$ cat src/rtl/video_channel_mux_pkg.sv
// Plane encodings and reset-default display configuration shared by the channel mux.
package video_channel_mux_pkg;

  localparam logic [2:0] PLANE_RGB = 3'd0;
  localparam logic [2:0] PLANE_Y   = 3'd1;
  localparam logic [2:0] PLANE_CR  = 3'd2;
  localparam logic [2:0] PLANE_CB  = 3'd3;
  localparam logic [2:0] PLANE_H   = 3'd4;
  localparam logic [2:0] PLANE_S   = 3'd5;
  localparam logic [2:0] PLANE_V   = 3'd6;

  localparam int         DEF_CH    = 0;
  localparam logic [2:0] DEF_PLANE = PLANE_RGB;
  localparam logic       DEF_SPLIT = 1'b0;

endpackage

$ cat src/rtl/video_channel_mux_sel_sync_latch.sv
// Synchronises the switch request and loads it into the active config at frame start.
// Latency: request to req 2 cycles, req to pending/err flags 1 more; load on frame-start edge.
// Backpressure: none; the request is sampled every cycle.
module sel_sync_latch
  import video_channel_mux_pkg::*;
#(
  parameter int NUM_CH   = 2,
  parameter int NUM_GRAY = 6,
  parameter int CH_W     = 2
) (
  input  logic            clk,
  input  logic            rst_n,
  input  logic [CH_W-1:0] sel_ch,
  input  logic [2:0]      sel_plane,
  input  logic            sel_split,
  input  logic            frame_start,
  output logic [CH_W-1:0] cfg_ch,
  output logic [2:0]      cfg_plane,
  output logic            cfg_split,
  output logic            pending,
  output logic            sel_err
);

  localparam int REQ_W = CH_W + 4;

  logic [REQ_W-1:0] sync_1;
  logic [REQ_W-1:0] sync_2;
  logic [CH_W-1:0]  req_ch;
  logic [2:0]       req_plane;
  logic             req_split;
  logic             req_valid;
  logic             req_differs;

  assign req_ch    = sync_2[REQ_W-1:4];
  assign req_plane = sync_2[3:1];
  assign req_split = sync_2[0];

  // 32-bit compare so a CH_W that exactly fits NUM_CH-1 cannot wrap the bound
  assign req_valid   = (32'(req_ch) < NUM_CH) && (32'(req_plane) <= NUM_GRAY);
  assign req_differs = (req_ch != cfg_ch) || (req_plane != cfg_plane) || (req_split != cfg_split);

  always_ff @(posedge clk or negedge rst_n) begin
    if (!rst_n) begin
      sync_1 <= '0;
      sync_2 <= '0;
    end else begin
      sync_1 <= {sel_ch, sel_plane, sel_split};
      sync_2 <= sync_1;
    end
  end

  always_ff @(posedge clk or negedge rst_n) begin
    if (!rst_n) begin
      cfg_ch    <= CH_W'(DEF_CH);
      cfg_plane <= DEF_PLANE;
      cfg_split <= DEF_SPLIT;
      pending   <= 1'b0;
      sel_err   <= 1'b0;
    end else begin
      if (frame_start && req_valid) begin
        cfg_ch    <= req_ch;
        cfg_plane <= req_plane;
        cfg_split <= req_split;
      end
      pending <= req_valid && req_differs;
      sel_err <= !req_valid;
    end
  end

endmodule

$ cat src/rtl/video_channel_mux.sv
// Selects one camera channel (RGB or a grey plane, optionally split-screen) for the VGA controller.
// Latency: 2 cycles from iX/iDVAL/pixel data to oR/oG/oB/oDVAL, 1 pixel per cycle.
// Backpressure: none; the pipeline never stalls.
module video_channel_mux
  import video_channel_mux_pkg::*;
#(
  parameter int NUM_CH   = 2,
  parameter int NUM_GRAY = 6,
  parameter int PIX_W    = 10,
  parameter int X_W      = 11,
  parameter int SPLIT_X  = 320,
  parameter int CH_W     = 2
) (
  input  logic                       iCLK,
  input  logic                       iRST_N,
  input  logic [CH_W-1:0]            iSEL_CH,
  input  logic [2:0]                 iSEL_PLANE,
  input  logic                       iSPLIT,
  input  logic                       iFRAME_START,
  input  logic [X_W-1:0]             iX,
  input  logic                       iDVAL,
  input  logic [NUM_CH*PIX_W-1:0]    iR,
  input  logic [NUM_CH*PIX_W-1:0]    iG,
  input  logic [NUM_CH*PIX_W-1:0]    iB,
  input  logic [NUM_CH*NUM_GRAY*8-1:0] iGRAY,
  output logic [PIX_W-1:0]           oR,
  output logic [PIX_W-1:0]           oG,
  output logic [PIX_W-1:0]           oB,
  output logic                       oDVAL,
  output logic [CH_W-1:0]            oCFG_CH,
  output logic [2:0]                 oCFG_PLANE,
  output logic                       oCFG_SPLIT,
  output logic                       oPENDING,
  output logic                       oSEL_ERR
);

  logic [CH_W-1:0]  ch_b;
  logic [CH_W-1:0]  src_ch;
  logic [PIX_W-1:0] r_sel, g_sel, b_sel;
  logic [7:0]       gray_sel;

  logic [PIX_W-1:0] r_s1, g_s1, b_s1;
  logic [7:0]       gray_s1;
  logic [2:0]       plane_s1;
  logic             dval_s1;

  sel_sync_latch #(
    .NUM_CH   (NUM_CH),
    .NUM_GRAY (NUM_GRAY),
    .CH_W     (CH_W)
  ) u_sel (
    .clk         (iCLK),
    .rst_n       (iRST_N),
    .sel_ch      (iSEL_CH),
    .sel_plane   (iSEL_PLANE),
    .sel_split   (iSPLIT),
    .frame_start (iFRAME_START),
    .cfg_ch      (oCFG_CH),
    .cfg_plane   (oCFG_PLANE),
    .cfg_split   (oCFG_SPLIT),
    .pending     (oPENDING),
    .sel_err     (oSEL_ERR)
  );

  assign ch_b   = (oCFG_CH == CH_W'(NUM_CH - 1)) ? '0 : oCFG_CH + 1'b1;
  assign src_ch = (oCFG_SPLIT && (iX >= X_W'(SPLIT_X))) ? ch_b : oCFG_CH;

  // Loop-decoded muxes keep every slice index constant
  always_comb begin
    r_sel    = '0;
    g_sel    = '0;
    b_sel    = '0;
    gray_sel = '0;
    for (int c = 0; c < NUM_CH; c++) begin
      if (src_ch == CH_W'(c)) begin
        r_sel = iR[c*PIX_W +: PIX_W];
        g_sel = iG[c*PIX_W +: PIX_W];
        b_sel = iB[c*PIX_W +: PIX_W];
        for (int p = 0; p < NUM_GRAY; p++) begin
          if (oCFG_PLANE == 3'(p + 1)) gray_sel = iGRAY[(c*NUM_GRAY + p)*8 +: 8];
        end
      end
    end
  end

  always_ff @(posedge iCLK or negedge iRST_N) begin
    if (!iRST_N) begin
      r_s1     <= '0;
      g_s1     <= '0;
      b_s1     <= '0;
      gray_s1  <= '0;
      plane_s1 <= PLANE_RGB;
      dval_s1  <= 1'b0;
    end else begin
      r_s1     <= r_sel;
      g_s1     <= g_sel;
      b_s1     <= b_sel;
      gray_s1  <= gray_sel;
      plane_s1 <= oCFG_PLANE;
      dval_s1  <= iDVAL;
    end
  end

  always_ff @(posedge iCLK or negedge iRST_N) begin
    if (!iRST_N) begin
      oR    <= '0;
      oG    <= '0;
      oB    <= '0;
      oDVAL <= 1'b0;
    end else begin
      oDVAL <= dval_s1;
      if (!dval_s1) begin
        oR <= '0;
        oG <= '0;
        oB <= '0;
      end else if (plane_s1 == PLANE_RGB) begin
        oR <= r_s1;
        oG <= g_s1;
        oB <= b_s1;
      end else begin
        oR <= PIX_W'(gray_s1) << (PIX_W - 8);
        oG <= PIX_W'(gray_s1) << (PIX_W - 8);
        oB <= PIX_W'(gray_s1) << (PIX_W - 8);
      end
    end
  end

endmodule

$ cat config.mk
export PLATFORM = sky130hd
export DESIGN_NAME = video_channel_mux
export DESIGN_NICKNAME = d
export VERILOG_FILES = /design/src/rtl/video_channel_mux_pkg.sv /design/src/rtl/video_channel_mux_sel_sync_latch.sv /design/src/rtl/video_channel_mux.sv
export SDC_FILE = /design/constraint.sdc
export NUM_CORES = 1
export LEC_CHECK = 0
export CELL_PAD_IN_SITES_DETAIL_PLACEMENT = 2
export CELL_PAD_IN_SITES_GLOBAL_PLACEMENT = 2
export CORE_ASPECT_RATIO = 1.25
export CORE_MARGIN = 2
export CORE_UTILIZATION = 24
export DETAILED_ROUTE_END_ITERATION = 16
export PLACE_DENSITY = 0.88
export SETUP_SLACK_MARGIN = 0.3
export SLEW_MARGIN = 20
export SYNTH_ARGS = -nofsm -noshare
export SYNTH_HDL_FRONTEND = slang
export SYNTH_SLANG_ARGS = --single-unit
$ cat constraint.sdc
create_clock -name iCLK -period 1.8 [get_ports iCLK]
set_clock_uncertainty 0.15 [all_clocks]
set_input_delay 0.27 -clock iCLK [delete_from_list [all_inputs] [get_ports iCLK]]
set_output_delay 0.27 -clock iCLK [all_outputs]
set_load 0.05 [all_outputs]
==> impl_summary.md, run 1 <==
STA
The count of pins over their slew limit is 0. The highest achievable clock rate is approximately 540 MHz. At the pin with the least slew margin, the transition time is roughly 600 ps. The final worst slack is -55.1 ps. Setup repair after global routing could not meet its margin everywhere. Final hold analysis gives a worst-case slack of around 200 ps.

Setup violations remaining at the end of the flow were counted as 7. The worst path in the final design needs a cycle of 1860 ps, including I/O delays and setup. The relative max-transition margin is around 60%. Dividing the final minimum period by the clock period gives 103%. The total count of hold-check failures in the final report came to 0.

Clock network
The cell sitting at the root of the clock tree is a clkbuf_16. Counting every sink on the clock net gives just over 90. The TritonCTS buffer count is 9.

The longest clock path from root to sink contains 2 buffers. Clock-pin slew was measured on the worst setup and hold paths at about 70 ps. In this run the number of H-tree levels came out at 3.

The clock tree from TritonCTS is built. The later-pin clock latency in the skew report is about 340 ps.

Power
The clock network fraction of design power is 25.6%. The peak ir drop on the vdd network is roughly 0.49 mV. The switching power as a share of total power is about a third. The portion of total power attributed to combinational logic is between 40% and 50%. The reported net switching power is roughly 2.8 mW. For this design the static power due to leakage is 3.22 nW. The part of the total power dissipated in sequential elements is between 30% and 40%.

The power density normalized to cell area is about 1100 mW/mm^2. The internal power of the cells totals ~5.3 mW.

Yosys
The number of nets in the synthesized netlist is between 500 and 600. After synthesis the cells add up to 0.00423 sq mm. The mean cell area of the mapped netlist is 12.8 sq um.

The unique cell type count in the Yosys netlist is 48. The synthesized design contains 0 enable-type register cells. Synthesis handed over a netlist of approximately 330 instances. Among all flip-flop cells after synthesis, the most frequent one is dfrtp_1. For this run, asynchronously set or reset flops after synthesis account for 100%.

Counting flops and latches in the post-synthesis netlist gives 93. The total number of yosys warnings is 0. The share of synthesized area occupied by flip-flops and latches is between 50% and 60%.

Final layout
The post-route netlist has 28.6% of its cells at a drive strength greater than 1. The area growth from synthesis to layout is 77.6%. The number of nets in the finished design is 745. The number of standard cells in the final layout excluding fillers is around 800.

Run status
The flow ran to the end, but the final reports show violations. The checks that failed: negative setup slack.

Detailed routing
The average routed wire per standard cell is roughly 24 microns. The number of iterations in the first detailed-routing pass is 4. After detailed routing, the number of vias per cell comes to 4.94.

The number of remaining DRC errors is 0. After the first detailed-routing iteration, the DRC count stood at 141. The antenna violation net count after detailed routing is 0.

The routed design has around 19 mm of wire. Summing over every cut layer, the via total after detailed routing is 3946.

Placed design
Counting tap cells, the placed design contains a total of around 750 instances. The routability congestion estimate from global placement is 0.829. The HPWL reported at the end of detailed placement is between 10 and 15 mm. During placement, the flow inserted port buffers numbering approximately 210.

Die
The die extent in y is approximately 150 microns. Pin placement for this block handled ~220 I/O pins. The number of placement rows is 54. The die footprint is ~0.019 sq mm.

The die outline width is between 100 and 150 microns. The initial utilization of the core area, before any placement, comes to between 20% and 30%. After floorplanning, the core was sized to cover 0.0174 sq mm.

Setup path
STA classifies the critical path startpoint as a register. The classification of the worst setup path is register to register. For this run, the slowest stage of the critical path takes roughly 530 ps. Counting stages on the worst path, the most repeated cell is a221oi_2. Walking the worst path, the cells encountered are buf_12 -> mux2_4 -> a221oi_2 -> a221oi_2 -> a32o_1. The type of element capturing the critical path is a register. The cell with the biggest individual delay on the critical path is dfrtp_4. The kind of cell with the highest combined delay along the critical path is compound AO/OA/AOI/OAI gates. STA puts the critical path data required time at 1860 ps. The data arrival time of the critical path is around 1900 ps.

The number of buffers and inverters on the critical path is 1. The maximum fanout along the worst path is 14.

Global route
Global routing consumed, over all layers together, between 10% and 20% of the routing resources. The number of antenna violations at the first check in global routing came to 1. Entering global routing, the biggest net connects 35 pins. After global routing the overflow that remains totals 0.

The first global-routing pass estimated ~27 mm of wire. The via count of the first global-routing pass was 4511.

Worst hold path
The tightest min-delay check is of the register to register type.

Flow run
The tool flagged a number of max-cap violations equal to 0.
## layout make-up
class | count | area (sq um)
sequential | 93 | 2340
clock buffer | 10 | 239
multi-input combinational | 211 | 2000
tap | 224 | 280
inverter | 3 | 12.5
clock inverter | 6 | 91.3
fill | 1741 | 9860
timing repair buffer | 250 | 2540
antenna | 1 | 2.50
## state kept, by name, summed over array words and instances, names as in the netlist
| name | count |
|---|---|
| b_s1 | 10 |
| dval_s1 | 1 |
| g_s1 | 10 |
| gray_s1 | 8 |
| oB | 10 |
| oDVAL | 1 |
| oG | 10 |
| oR | 10 |
| plane_s1 | 3 |
| r_s1 | 10 |
| u_sel.cfg_ch | 2 |
| u_sel.cfg_plane | 3 |
| u_sel.cfg_split | 1 |
| u_sel.pending | 1 |
| u_sel.sel_err | 1 |
| u_sel.sync_1 | 6 |
| u_sel.sync_2 | 6 |
## what timing repair did
item / CTS / global route
buffers inserted: 10 / 7
gates cloned: 8 / 3
endpoints found under the hold margin: 32 / 0
hold buffers: 1 / 0
gates resized for setup: 40 / 32
pin swaps: 4 / 9
endpoints found under the setup margin: 70 / 68
## through the flow
| step | setup TNS (ps) | util [%] | total power [mW] | instance area (sq um) | setup WS [ps] |
|---|---|---|---|---|---|
| final | -214 | 43.2 | 8.16 | 7510 | -55.1 |
| after global routing | -550 | 43.2 | 8.52 | 7510 | -102 |
| after CTS | -266 | 41.8 | 8.02 | 7260 | -57.2 |
| after detailed placement | -11590 | 37.9 | 5.56 | 6580 | -350 |
| after global placement | -10290 | 37.9 | 5.41 | 6580 | -284 |
| after floorplan | -152 | - | 4.43 | 4300 | -9.05 |
## power by group through the flow
stage	sequential (mW)	combinational [mW]	clock [mW]
after CTS	2.76	3.13	2.13
final	2.76	3.32	2.09
after global routing	2.79	3.50	2.22
after floorplan	3.26	1.17	0
after detailed placement	2.79	2.77	0
after global placement	2.75	2.66	0
## path summary, 6_finish.rpt
path                                                start  cells past startpoint                        endpoint  slack [ps]
hold reg to reg                 u_sel.sync_1[1]$_DFF_PN0_                      0       u_sel.sync_2[1]$_DFF_PN0_         200
max in group asynchronous                          iRST_N                      3  u_sel.cfg_plane[1]$_DFFE_PN0P_         630
setup reg to reg           u_sel.cfg_plane[1]$_DFFE_PN0P_                      5            gray_s1[3]$_DFF_PN0_         -60
hold / removal                  u_sel.sync_1[1]$_DFF_PN0_                      0       u_sel.sync_2[1]$_DFF_PN0_         200
setup / recovery           u_sel.cfg_plane[1]$_DFFE_PN0P_                      5            gray_s1[3]$_DFF_PN0_         -60
min in group asynchronous                          iRST_N                      2           plane_s1[1]$_DFF_PN0_         290
## worst reg2reg max path: stages (launching register included)
cell	delay [ps]
dfrtp_4	530
buf_12	170
mux2_4	310
a221oi_2	250
a221oi_2	80
a32o_1	240
## layer usage
layer  vias up  track usage, %  wire, microns
met4         0            7.12            542
met5         -               0              0
met2       161            36.3          10400
li1       1772               -              -
met3        29            3.85           1040
met1      1984            20.0           6780
## cell usage in the layout (no fill, tap or decap), drive strengths merged, types with 3 or more instances in the layout
cell type      count
clkdlybuf4s50    164
dfrtp             93
buf               78
a22o              54
mux2              25
a221oi            13
or2               12
clkbuf            12
nor2b             11
o211ai             8
a32o               8
o21ai              8
nand4              6
a32oi              6
or3                6
o22ai              6
and3               6
a22oi              6
dlygate4sd2        5
nand3              4
nor2               4
clkinv             4
xor2               4
mux2i              3
a31oi              3
inv                3
## synth_stat cells, types with 5 or more instances
master | instances | area (sq um)
o21ai_0 | 7 | 35.0
or3_1 | 6 | 37.5
dfrtp_1 | 93 | 2330
o22ai_1 | 6 | 37.5
buf_4 | 5 | 37.5
and3_1 | 6 | 37.5
a32o_1 | 8 | 80.1
o211ai_1 | 8 | 60.1
nor2b_1 | 9 | 56.3
buf_6 | 7 | 78.8
a32oi_1 | 6 | 52.6
a22o_1 | 54 | 473
mux2_4 | 5 | 75.1
nand4_1 | 6 | 37.5
buf_2 | 15 | 75.1
mux2_2 | 11 | 124
a22oi_1 | 6 | 45.0
a221oi_1 | 9 | 78.8
or2_0 | 12 | 75.1
## logic make-up after synthesis
logic type	count (synthesis)	synth area share (%)
AO/OA/AOI/OAI	119	23.9
XOR/XNOR	6	1.24
buffers and inverters	34	5.54
flip-flops	93	55.1
multiplexers	20	5.69
AND/OR/NAND/NOR	57	8.59
Power figures use the tool's default switching activity.
==> inputs of run 2 (changes only) <==
- CELL_PAD_IN_SITES_DETAIL_PLACEMENT: 2 -> 1
- CORE_UTILIZATION: 24 -> 26
- PLACE_DENSITY: 0.88 -> 0.93
- clock period: 1.8 -> 2.3 ns (I/O delays scaled with it)
==> impl_summary.md, run 2 (synthesis gave the netlist of run 1 again) <==
Final layout
The most common library cell in the layout ignoring fill and taps is clkdlybuf4s50_1 (unchanged). The number of nets in the finished design is 710 (was 745). The number of fill cells in the layout is 1747 (was 1741). The number of standard cells in the final layout excluding fillers is 754 (was 798).

The layout overhead on the synthesized area is 63.1% (was 77.6%). The share of layout cells above drive strength 1 is 12.1% (was 28.6%). The antenna diode count was 0 (was 1). Most frequent cells in the layout: clkdlybuf4s50_1, dfrtp_1, a22o_1 (unchanged).

Setup path
The type of element capturing the critical path is an output port (was register). The cell with the biggest individual delay on the critical path is clkdlybuf4s50_1 (was dfrtp_4). The data arrival time of the critical path is 1470 ps (was 1920 ps). Cells along the critical path: clkdlybuf4s50_1 (was buf_12 -> mux2_4 -> a221oi_2 -> a221oi_2 -> a32o_1).

The required arrival time at the worst endpoint is 1800 ps (was 1860 ps). The category of the worst setup path launch point is a register (unchanged). The classification of the worst setup path is register to output port (was register to register). The buffering stage count on the worst path with inverters included is 1 (unchanged). The critical path's top delay family is buffers and inverters (was compound AO/OA/AOI/OAI gates). The highest cell delay on the worst timing path came to 800 ps (was 530 ps).

The setup slack of the worst register-to-register path is 350 ps (was -60 ps). The maximum fanout along the worst path is 1 (was 14).

Power
The peak ir drop on the vdd network came to 0.356 mV (was 0.490 mV). The leakage power is 2.99 nW (was 3.22 nW). The power density normalized to cell area is 827 mW/mm^2 (was 1090 mW/mm^2).

Clock network
The TritonCTS buffer count came to 9 (unchanged). The H-tree depth is 3 (unchanged). The clock tree from TritonCTS is built (unchanged).

The largest buffer count on any clock path came to 2 (unchanged). The later-pin clock latency in the skew report is 330 ps (was 340 ps). The clock transition at the register clock pins on the worst setup and hold paths after CTS was 70 ps (about the same). The clock sink count was 93 (unchanged). The CTS root buffer is clkbuf_16 (unchanged).

Die
The die footprint is 0.0173 sq mm (was 0.0187 sq mm). The count of boundary I/O pins came to 216 (unchanged). The die outline width came to 118 microns (was 123 microns). The effective utilization at floorplan came to 26.3% (was 24.3%).

The die extent in y is 147 microns (was 152 microns). The number of placement rows is 52 (was 54). The placeable core region is 0.0161 sq mm (was 0.0174 sq mm).

Detailed routing
The post-detailed-route via-to-cell ratio is 4.82 (was 4.94). The number of remaining DRC errors is 0 (unchanged). The average routed wire per standard cell is 18.7 microns (was 23.6 microns).

The final wirelength came to 14.1 mm (was 18.8 mm). The number of design-rule violations left by the first detailed-router iteration came to 180 (was 141). The number of iterations in the first detailed-routing pass is 4 (unchanged). The total vias in the final route was 3632 (was 3946).

The antenna violation net count after detailed routing is 0 (unchanged).

Placed design
The HPWL reported at the end of detailed placement is 11.3 mm (was 12.9 mm). The count of input and output buffers is 209 (unchanged). The count of placed standard cells including taps is 734 (was 752). The routability congestion estimate from global placement is 0.769 (was 0.829).

STA
The final critical-path share of the clock period is a little under nine tenths. The total count of hold-check failures in the final report is 0 (unchanged). The accumulated negative setup slack is 0 ps (was -214 ps).

RSZ-0062 raised after global routing: no (was yes). The slew at the pin with the worst max-slew slack is 878 ps (was 595 ps). The relative max-transition margin was 41.2% (was 60.2%). The final count of negative-setup-slack endpoints is 0 (was 7). The time the worst path needs with I/O delays and setup is just under 2000 ps. Timing would allow up to about 510 MHz.

The count of pins over their slew limit is 0 (unchanged).

Global route
The wire length of the first global-routing pass is 22.4 mm (was 26.6 mm). The all-layer global routing usage is 16.6% (was 19.1%). The via count of the first global-routing pass is 4117 (was 4511). The number of antenna violations at the first check in global routing is 0 (was 1). The aggregate global routing overflow was 0 (unchanged). The largest net degree at the start of global routing is 52 (was 35).

Worst hold path
The type of the most critical hold path is register to register (unchanged).

Flow run
The number of maximum-capacitance constraint violations is 0 (unchanged).

Run status
Outcome: finished clean (was finished with violations).
[run 2: changes by cell type in the layout (fill, tap and decap cells not counted), moves of 4 or more]
cell             before  now
a221oi_1              0    9
clkdlybuf4s50_1     164  189
buf_12               12    8
buf_8                 4    0
buf_4                53    9
a221oi_2             13    4
dlymetal6s2s_1        0   10
mux2_4               17    5
buf_6                 9    1
dfrtp_1              87   91
[run 2: layout make-up]
type	instances	area (sq um)	area share [%]
Tap cell	216	270	3.92
Timing Repair Buffer	224	2320	33.6
Clock buffer	9	225	3.27
Clock inverter	7	62.6	0.908
Inverter	3	15.0	0.218
Sequential cell	93	2330	33.8
Multi-Input combinational cell	202	1670	24.2
[run 2: worst paths after layout]
kind	cells past startpoint	startpoint	end
max	1	oG[2]$_DFF_PN0_	oG[2]
min	0	u_sel.sync_1[1]$_DFF_PN0_	u_sel.sync_2[1]$_DFF_PN0_
max reg2reg	6	u_sel.cfg_plane[1]$_DFFE_PN0P_	gray_s1[4]$_DFF_PN0_
min reg2reg	0	u_sel.sync_1[1]$_DFF_PN0_	u_sel.sync_2[1]$_DFF_PN0_
max in group asynchronous	3	iRST_N	oR[8]$_DFF_PN0_
min in group asynchronous	2	iRST_N	dval_s1$_DFF_PN0_
[run 2: report_power, final]
part           internal (mW)  switching (mW)
Sequential              1.95           0.207
Clock                  0.760           0.667
Combinational          0.978            1.14
[run 2: repair_timing]
item	in CTS	in global routing
buffers inserted	0	3
endpoints found under the setup margin	7	15
gates cloned	0	0
hold endpoints to repair	42	0
hold buffers	1	0
gates resized for setup	7	13
[run 2: per-stage QoR]
step / total power, mW / utilization [%] / worst slack [ps] / area [sq um] / hold slack (ps)
after floorplan: 3.42 / - / 324 / 4230 / -101
after global placement: 4.23 / 40.6 / 104 / 6530 / 183
after detailed placement: 4.30 / 40.6 / 57.7 / 6530 / 186
after CTS: 5.76 / 42.5 / 301 / 6820 / 203
after global routing: 5.98 / 42.9 / 297 / 6890 / 210
final: 5.70 / 42.9 / 336 / 6890 / 200
[run 2: metal layers]
layer | GRT usage, % | wire length, microns | part of all wire, % | vias up
met3 | 3.01 | 597 | 4.2 | 21
met4 | 6.81 | 431 | 3.1 | 0
li1 | - | - | - | 1676
met5 | 0 | 0 | 0 | -
met1 | 18.4 | 5420 | 39 | 1801
met2 | 30.9 | 7620 | 54 | 134
